==> src/rtl/muldiv_ctrl.sv <==
// ----------------------------------------------------------------------------
// muldiv_ctrl
//   Iterative multiply/divide unit and its sequencing FSM. It owns the
//   architectural HI/LO registers. It is started by MULT/MULTU/DIV/DIVU in EX
//   and stalls ID while busy whenever ID needs HI/LO or the unit itself.
//
//   FSM: IDLE -> SETUP -> ITER (WIDTH cycles) -> FIX -> IDLE
//   Fixed latency: start edge N -> hi/lo/done valid after edge N+WIDTH+2.
//
// Configuration macro:
//   MULDIV_EARLY_EN - multiply leaves ITER as soon as the remaining multiplier
//                     bits are zero. The accumulator is shifted by the
//                     remaining count in a single cycle. Divide is unaffected.
//
// Ports:
//   clk, reset_n        clock (rising edge), async active-low reset
//   EX_start, EX_op     start strobe; op 00 MULT, 01 MULTU, 10 DIV, 11 DIVU
//   EX_a, EX_b          rs / rt operands (after forwarding)
//   EX_mthi, EX_mtlo    direct HI/LO writes from EX_wdata (IDLE only)
//   ID_hilo_use         ID holds an instruction that touches HI/LO or the unit
//   stall               busy & ID_hilo_use (combinational)
//   busy                an operation is in flight
//   done                one-cycle pulse after the HI/LO update edge
//   hi, lo              architectural HI/LO
// ----------------------------------------------------------------------------
module muldiv_ctrl #(
    parameter int WIDTH = 32
) (
    input  logic             clk,
    input  logic             reset_n,
    input  logic             EX_start,
    input  logic [1:0]       EX_op,
    input  logic [WIDTH-1:0] EX_a,
    input  logic [WIDTH-1:0] EX_b,
    input  logic             EX_mthi,
    input  logic             EX_mtlo,
    input  logic [WIDTH-1:0] EX_wdata,
    input  logic             ID_hilo_use,
    output logic             stall,
    output logic             busy,
    output logic             done,
    output logic [WIDTH-1:0] hi,
    output logic [WIDTH-1:0] lo
);

    localparam int CW = $clog2(WIDTH + 1);

    typedef enum logic [1:0] {IDLE, SETUP, ITER, FIX} state_t;

    // Operation captured at the start edge; raw operands are kept for the
    // divide-by-zero result and for sign bookkeeping.
    typedef struct packed {
        logic             is_div;
        logic             is_signed;
        logic [WIDTH-1:0] a;
        logic [WIDTH-1:0] b;
    } op_req_t;

    state_t             state, state_nxt;
    op_req_t            req;
    logic [WIDTH-1:0]   mcand;     // multiplicand / divisor magnitude
    logic [WIDTH-1:0]   mplier;    // multiplier (shifts right) / dividend->quotient (shifts left)
    logic [2*WIDTH-1:0] acc;       // product accumulator; upper half is the remainder for divide
    logic [CW-1:0]      cnt;
    logic               neg_res;   // product / quotient must be negated
    logic               neg_rem;   // remainder must be negated
    logic               early;

    logic [WIDTH-1:0]   mag_a, mag_b;
    logic [WIDTH:0]     add_sum;
    logic [WIDTH:0]     rem_sh;
    logic [WIDTH-1:0]   trial;
    logic               fits;
    logic [2*WIDTH-1:0] prod;
    logic [WIDTH-1:0]   quo, rmd;

    assign busy  = (state != IDLE);
    assign stall = busy & ID_hilo_use;

    // ------------------------------------------------------------------
    // Datapath combinational helpers
    // ------------------------------------------------------------------
    always_comb begin
        mag_a   = (req.is_signed && req.a[WIDTH-1]) ? -req.a : req.a;
        mag_b   = (req.is_signed && req.b[WIDTH-1]) ? -req.b : req.b;

        // Multiply step: conditional add of the multiplicand into the top half.
        add_sum = {1'b0, acc[2*WIDTH-1:WIDTH]} + {1'b0, (mplier[0] ? mcand : '0)};

        // Restoring divide step: shift the next dividend bit into the remainder.
        // A successful subtraction is always below the divisor, so WIDTH bits hold it.
        rem_sh  = {acc[2*WIDTH-1:WIDTH], mplier[WIDTH-1]};
        fits    = (rem_sh >= {1'b0, mcand});
        trial   = rem_sh[WIDTH-1:0] - mcand;

        prod    = neg_res ? -acc : acc;
        quo     = neg_res ? -mplier : mplier;
        rmd     = neg_rem ? -acc[2*WIDTH-1:WIDTH] : acc[2*WIDTH-1:WIDTH];

        early   = 1'b0;
`ifdef MULDIV_EARLY_EN
        early   = (state == ITER) && !req.is_div && (mplier == '0);
`else
`endif
    end

    // ------------------------------------------------------------------
    // FSM
    // ------------------------------------------------------------------
    always_ff @(posedge clk or negedge reset_n) begin
        if (!reset_n) state <= IDLE;
        else          state <= state_nxt;
    end

    always_comb begin
        state_nxt = state;
        case (state)
            IDLE:  if (EX_start) state_nxt = SETUP;
            SETUP: state_nxt = ITER;
            ITER:  if (early || cnt == CW'(1)) state_nxt = FIX;
            FIX:   state_nxt = IDLE;
            default: state_nxt = IDLE;
        endcase
    end

    // ------------------------------------------------------------------
    // Datapath and HI/LO
    // ------------------------------------------------------------------
    always_ff @(posedge clk or negedge reset_n) begin
        if (!reset_n) begin
            req     <= '0;
            mcand   <= '0;
            mplier  <= '0;
            acc     <= '0;
            cnt     <= '0;
            neg_res <= 1'b0;
            neg_rem <= 1'b0;
            hi      <= '0;
            lo      <= '0;
            done    <= 1'b0;
        end else begin
            done <= 1'b0;
            case (state)
                IDLE: begin
                    // A start takes priority over a same-cycle MTHI/MTLO.
                    if (EX_start) begin
                        req <= '{is_div: EX_op[1], is_signed: ~EX_op[0], a: EX_a, b: EX_b};
                    end else begin
                        if (EX_mthi) hi <= EX_wdata;
                        if (EX_mtlo) lo <= EX_wdata;
                    end
                end
                SETUP: begin
                    cnt     <= CW'(WIDTH);
                    acc     <= '0;
                    neg_res <= req.is_signed & (req.a[WIDTH-1] ^ req.b[WIDTH-1]);
                    neg_rem <= req.is_signed & req.a[WIDTH-1];
                    if (req.is_div) begin
                        mplier <= mag_a;
                        mcand  <= mag_b;
                    end else begin
                        mplier <= mag_b;
                        mcand  <= mag_a;
                    end
                end
                ITER: begin
                    if (early) begin
                        // Remaining steps would only shift right by one each.
                        acc <= acc >> cnt;
                        cnt <= '0;
                    end else begin
                        cnt <= cnt - CW'(1);
                        if (req.is_div) begin
                            acc[2*WIDTH-1:WIDTH] <= fits ? trial : rem_sh[WIDTH-1:0];
                            mplier               <= {mplier[WIDTH-2:0], fits};
                        end else begin
                            acc    <= {add_sum, acc[WIDTH-1:1]};
                            mplier <= mplier >> 1;
                        end
                    end
                end
                FIX: begin
                    done <= 1'b1;
                    if (req.is_div) begin
                        if (req.b == '0) begin
                            lo <= '1;
                            hi <= req.a;
                        end else begin
                            lo <= quo;
                            hi <= rmd;
                        end
                    end else begin
                        {hi, lo} <= prod;
                    end
                end
                default: ;
            endcase
        end
    end

endmodule

==> config.mk <==
export PLATFORM = sky130hd
export DESIGN_NAME = muldiv_ctrl
export DESIGN_NICKNAME = d
export VERILOG_FILES = /design/src/rtl/muldiv_ctrl.sv
export SDC_FILE = /design/constraint.sdc
export NUM_CORES = 1
export LEC_CHECK = 0
export ABC_AREA = 1
export BUFFER_PORTS_ARGS = -buffer_cell sky130_fd_sc_hd__buf_2
export CAP_MARGIN = 5
export CORE_MARGIN = 10
export CORE_UTILIZATION = 60
export CTS_BUF_LIST = sky130_fd_sc_hd__clkbuf_4 sky130_fd_sc_hd__clkbuf_8 sky130_fd_sc_hd__clkbuf_16
export CTS_CLUSTER_DIAMETER = 100
export DETAILED_ROUTE_END_ITERATION = 8
export PLACE_DENSITY = 0.79
export SYNTH_ARGS = -nofsm -noshare
export SYNTH_HDL_FRONTEND = slang
export SYNTH_SLANG_ARGS = --single-unit
==> constraint.sdc <==
create_clock -name clk -period 7.5 [get_ports clk]
set_clock_uncertainty 0.2 [all_clocks]
set_input_delay 1.125 -clock clk [delete_from_list [all_inputs] [get_ports clk]]
set_output_delay 1.125 -clock clk [all_outputs]
set_load 0.01 [all_outputs]
# --- Yosys cells after proc, flatten, opt, wreduce, memory -nomap -nowiden ---
# Index checks and enable logic that the tools add are counted.
# W data, S select, Z words.
totals:
  out_inout_bits: 67
  ff_bits: 269
classes:
  n_reduce_logical: 12
  bitwise_logic: 5
  muxes: 29
  n_eq_ne: 10
  order_cmp: 1
  add_sub_neg: 8
op_table:
  columns: ["operator", "count"]
  rows:
  - ["$mux W32", 19]
  - ["$pmux W32 S2", 3]
  - ["$neg A32 Y32", 4]
  - ["$pmux W64 S2", 1]
  - ["$mux W64", 1]
  - ["$neg A64 Y64", 1]
  - ["$add A32 B32 Y33", 1]
  - ["$ge A33 B32 Y1", 1]
  - ["$logic_not A32 Y1", 1]
  - ["$sub A32 B32 Y32", 1]
  - ["$ne A2 B2 Y1 const B", 6]
  - ["$pmux W6 S2", 1]
  - ["$pmux W2 S4", 1]
  - ["$eq A6 B1 Y1 const B", 1]
  - ["$reduce_and A2 Y1", 3]
  - ["$reduce_and A3 Y1", 2]
  - ["$reduce_bool A2 Y1", 3]
  - ["$sub A6 B1 Y6 const B", 1]
  - ["$eq A2 B2 Y1 const B", 2]
  - ["$mux W2", 2]
  - ["$and A1 B1 Y1", 3]
  - ["$eq A2 B1 Y1 const B", 1]
  - ["$logic_and A1 B1 Y1", 2]
  - ["$logic_not A2 Y1", 1]
  - ["3 further kinds", 3]

# --- Longest topological paths before layout ---
logic_depth:
  depth_word: 5
  depth_mapped: 19
  depth_no_buf: 17

# --- Worst setup path after synthesis ---
# OpenSTA, ideal clock, no wires.
synth_timing:
  path_kind: "reg2reg"
  from: "register mplier[0]"
  to: "register acc[61]"
  stages_incl_launch_ff: 18
  t_arrival_ns: 2.610
  setup_time_ns: 0.117
  path_buffers: 2
  slack_ns: 4.573
  path_cell_list: "dfrtp_1 -> clkbuf_1 -> clkbuf_1 -> nand2_1 -> inv_1 -> ha_1 -> inv_1 -> fa_1 -> o21ai_0 -> nand2_1 -> nand2_1 -> nand2_1 -> nand2_1 -> nand3_1 -> nand3_1 -> nand3_1 -> nand3_1 -> nand2_1"
synth_via:
  elab_chain_cells: 4
synth_lines:
  columns: ["element", "line", "rtl"]
  rows:
  - ["start: declaration", "62", "logic [WIDTH-1:0] mplier;"]
  - ["start signal: assignment", "159", "mplier <= mag_a;"]
  - ["start signal: assignment", "162", "mplier <= mag_b;"]
  - ["start signal: assignment", "175", "mplier <= {mplier[WIDTH-2:0], fits};"]
  - ["$mux W32", "88", "add_sum = {1'b0, acc[2*WIDTH-1:WIDTH]} + {1'b0, (mplier[0] ? mcand : '0)};"]
  - ["$add A32 B32 Y33", "88", null]
  - ["$mux W32", "173", "if (req.is_div) begin"]
  - ["$pmux W64 S2", "143", "case (state)"]
  - ["end signal: assignment", "169", "acc <= acc >> cnt;"]
  - ["end signal: indexed assignment", "174", "acc[2*WIDTH-1:WIDTH] <= fits ? trial : rem_sh[WIDTH-1:0];"]
  - ["end signal: assignment", "177", "acc <= {add_sum, acc[WIDTH-1:1]};"]
  - ["end: declaration", "63", "logic [2*WIDTH-1:0] acc;"]
# No other way between the ends.
# A chain may end at the register's enable or synchronous reset.

# --- Worst setup path after layout ---
layout_timing:
  from: "register mplier[0]"
  to: "register acc[47]"
# Same word-level chain as after synthesis.

==> results.py <==
metrics = {
    "critical_path": {
        "r2r_cells": 13,
        "path_delay_family": "flip-flops",
        "r2r_start": "mplier[0]",
        "critPathArrivalTime_ns": 4.16,
        "worst-path-buf-inv": 2,
        "rr_endpoint": "acc[47]",
        "path_cells": "nand2_1, inv_1, ha_1, inv_1, fa_1, o21ai_0, nand2_1, nand2_1, nand3_1, nand3_1, nand2_1, o21ai_0, o21ai_0",
        "crit_type": "flop to flop",
        "critical_path_required_ns": 7.78,
        "critPathMaxStageDelay_ns": 1.25,
        "critPathLaunchType": "flop",
        "worst_path_max_delay_cell": "dfrtp_1",
        "cp-end-kind": "flop",
        "rrSetupSlack_ns": 3.63,
        "path_max_fanout": 34,
        "crit_top_cell": "nand2_1",
        "cp-startpoint": "mplier[0]",
    },
    "cells_and_area": {
        "fin_nets": 4254,
        "antenna_cells": 0,
        "drive_gt1_frac": 0.0800,
        "syn_to_final_growth_pct": 8.91,
        "fill_cells": 3907,
        "postLayoutCellArea_sq_um": 26300,
        "utilization": 0.661,
    },
    "flow_run": {
        "maxCapViolCount": 0,
    },
    "logic_synthesis": {
        "synth_edf_count": 0,
        "syn_avg_cell_area_sq_um": 6.03,
        "synth_top_family_by_area": "simple AND/OR/NAND/NOR gates",
        "synth_simple_gate_area_frac": 0.391,
        "syn-instance-count": 4001,
        "yosys-mux-area-fraction": 0.00327,
        "synthAdderAreaFrac": 0.0406,
        "synth-xor-area-share": 0.0356,
        "async_flop_share": 1.00,
        "yosys_warnings": 0,
        "ys_seq_area_frac": 0.279,
        "synth_area_sq_um": 24100,
        "synth_cell_types": 51,
        "ys.flop_type": "dfrtp_1",
        "synth_nets": 4182,
        "synth-compound-area-share": 0.145,
        "ys_ff_latch": 269,
    },
    "clocking": {
        "cts.sinks": 269,
        "root_buffer": "clkbuf_16",
        "htreeDepth": 1,
        "cts_hold_buf": 0,
        "ctsResizeCount": 0,
        "clkSlewWorstSetupHoldPaths_ns": 0.07,
        "clockBufferDepth": 3,
        "cts_buffers": 31,
        "tritoncts": "done",
        "post_cts_buffers": 0,
        "clk_latency_ns": 0.61,
    },
    "route": {
        "vias": 27800,
        "drtAntennaViolNets": 0,
        "post_drt_wl_per_cell_microns": 21.2,
        "drt_wl_total_microns": 97900,
        "first_pass_iters": 9,
        "avgViaCountPerCell": 6.01,
        "drc": 7,
        "drtIter0Drc": 4108,
    },
    "power": {
        "leakage_nw": 13.9,
        "p_total_mw": 15.3,
        "vdd_drop_max_mv": 0.495,
        "p_per_area_nw_per_um2": 584,
    },
    "global_routing": {
        "grt_pass1_vias": 25000,
        "grt_pass1_wl_microns": 146000,
        "grtUsageTotal": 0.390,
        "antenna_found_initial": 4,
        "grt_overflow_total": 0,
        "grt_max_degree": 171,
    },
    "floorplanning": {
        "dieArea_sq_um": 48600,
        "fp.dieW_microns": 221,
        "ioPinCount": 171,
        "die_y_microns": 221,
        "core_area_sq_um": 39700,
        "start_util": 0.607,
        "placementRows": 73,
    },
    "status": {
        "violations": "design-rule violations",
        "status": "finished, violations left",
    },
    "place": {
        "gp_congestion": 1.09,
        "hpwl_microns": 74700,
        "dpl_cell_area_sq_um": 25200,
        "port_buffers": 170,
    },
    "sta": {
        "worst_pin_slew_ns": 1.35,
        "drv_slew": 0,
        "period_share": 0.516,
        "setup_viol": 0,
        "slew_headroom": 0.0975,
        "min_period_ns": 3.87,
        "hold_violations": 0,
        "tns_ns": 0,
        "rsz0062_at_grt": "no",
        "fmax_mhz": 258,
    },
    "min_path": {
        "hold_class": "input port to asynchronous set/reset pin",
    },
}
metrics by stage:
stage               hold WS, ns  cells  setup WS, ns
floorplan                 0.274   4001          4.57
global placement          0.294   4565          3.77
detailed placement        0.304   4565          3.75
CTS                       0.317   4623          3.74
global route              0.357   4623          3.38
finish                    0.313   4623          3.63
per-layer routing:
layer  wire (microns)  share of wire  track usage  vias to the layer above
met5               73        0.00075      0.00605                        -
met1            38700           0.40        0.538                    12600
met3            13800           0.14        0.108                      287
met4             6200          0.063        0.212                        8
li1                 -              -            -                    13100
met2            39100           0.40        0.544                     1813
power by group:
part / internal, mW / switching [mW] / leakage (nW)
combinational: 3.14 / 7.37 / 10.1
sequential: 2.10 / 1.11 / 3.18
clock: 0.931 / 0.691 / 0.538
flip-flops by register name, summed over array words and instances, names as in the netlist:
register	flops
done	1
acc	64
neg_res	1
cnt	6
state	2
lo	32
hi	32
mplier	32
neg_rem	1
req	66
mcand	32
worst max path at each step:
stage	slack [ns]	end	cells past startpoint
3_5_place_dp	3.75	acc[61]	15
4_1_cts	3.74	acc[61]	15
5_1_grt	3.38	acc[61]	15
3_3_place_gp	3.77	acc[61]	15
6_report	3.63	acc[47]	13
2_1_floorplan	4.57	acc[61]	17
final cells by class:
class	count	area, sq um	share of cell area
well taps	525	657	0.0250
flip-flops and latches	269	6740	0.256
clock inverters	22	234	0.00890
inverters	504	1890	0.0721
clock buffers	36	826	0.0314
multi-input cells	3075	14900	0.567
repair buffers	192	1040	0.0395
cells in the mapped netlist, types with 2 or more instances:
cell type | count | area, sq um
inv_1 | 487 | 1830
and2_1 | 2 | 12.5
or2_2 | 4 | 25.0
nor2_2 | 14 | 87.6
nand2_1 | 1097 | 4120
nand3b_1 | 15 | 113
clkbuf_1 | 105 | 394
nor4_1 | 4 | 25.0
o22ai_1 | 43 | 269
mux2_2 | 7 | 78.8
nand3_1 | 430 | 2150
nor2_4 | 4 | 45.0
xor2_1 | 93 | 815
a21oi_1 | 277 | 1390
o211ai_1 | 36 | 270
o21ai_1 | 17 | 85.1
ha_1 | 75 | 938
o21bai_1 | 16 | 120
nor2_1 | 593 | 2230
nor3_1 | 31 | 155
nand2_2 | 5 | 31.3
a22oi_1 | 5 | 37.5
dfrtp_1 | 269 | 6730
fa_1 | 2 | 40.0
buf_1 | 27 | 101
nand3_2 | 3 | 30.0
clkinv_1 | 5 | 18.8
nand4_1 | 51 | 319
xnor2_1 | 5 | 43.8
inv_2 | 12 | 45.0
o21ai_2 | 8 | 70.1
buf_4 | 2 | 15.0
o21ai_0 | 187 | 936
buf_6 | 6 | 67.6
a21o_1 | 5 | 37.5
o211ai_2 | 6 | 75.1
buf_2 | 13 | 65.1
a31oi_1 | 24 | 150
nand2_4 | 2 | 22.5
o31ai_1 | 3 | 22.5
layout by cell type, fill, tap and decap left out, types with 4 or more instances in the layout:
| cell type | n |
|---|---|
| clkinv_2 | 12 |
| nor2_1 | 593 |
| clkbuf_16 | 31 |
| a31oi_1 | 22 |
| inv_6 | 4 |
| o21bai_1 | 16 |
| clkinv_1 | 5 |
| bufinv_16 | 4 |
| xnor2_1 | 5 |
| buf_2 | 169 |
| nand3_1 | 430 |
| ha_1 | 73 |
| o21ai_1 | 16 |
| o21ai_2 | 9 |
| o22ai_1 | 43 |
| nand2_1 | 1096 |
| nand2_2 | 5 |
| or2_2 | 4 |
| a21oi_1 | 277 |
| nor4_1 | 4 |
| a21o_1 | 5 |
| nand4_1 | 51 |
| o211ai_1 | 36 |
| dfrtp_1 | 267 |
| a22oi_1 | 5 |
| inv_1 | 487 |
| nor3_1 | 31 |
| o211ai_2 | 6 |
| nor2_2 | 14 |
| nand3b_1 | 15 |
| inv_2 | 11 |
| mux2_2 | 7 |
| nor2_4 | 4 |
| o21ai_0 | 187 |
| buf_4 | 21 |
| xor2_1 | 93 |
cell families after synthesis:
| group | count (synthesis) |
|---|---|
| simple gates | 2261 |
| flops | 269 |
| mux | 7 |
| fa+ha+maj | 77 |
| xor+xnor | 98 |
| compound gates | 632 |
| buf+inv | 657 |
(Power assumes the default switching activity.)
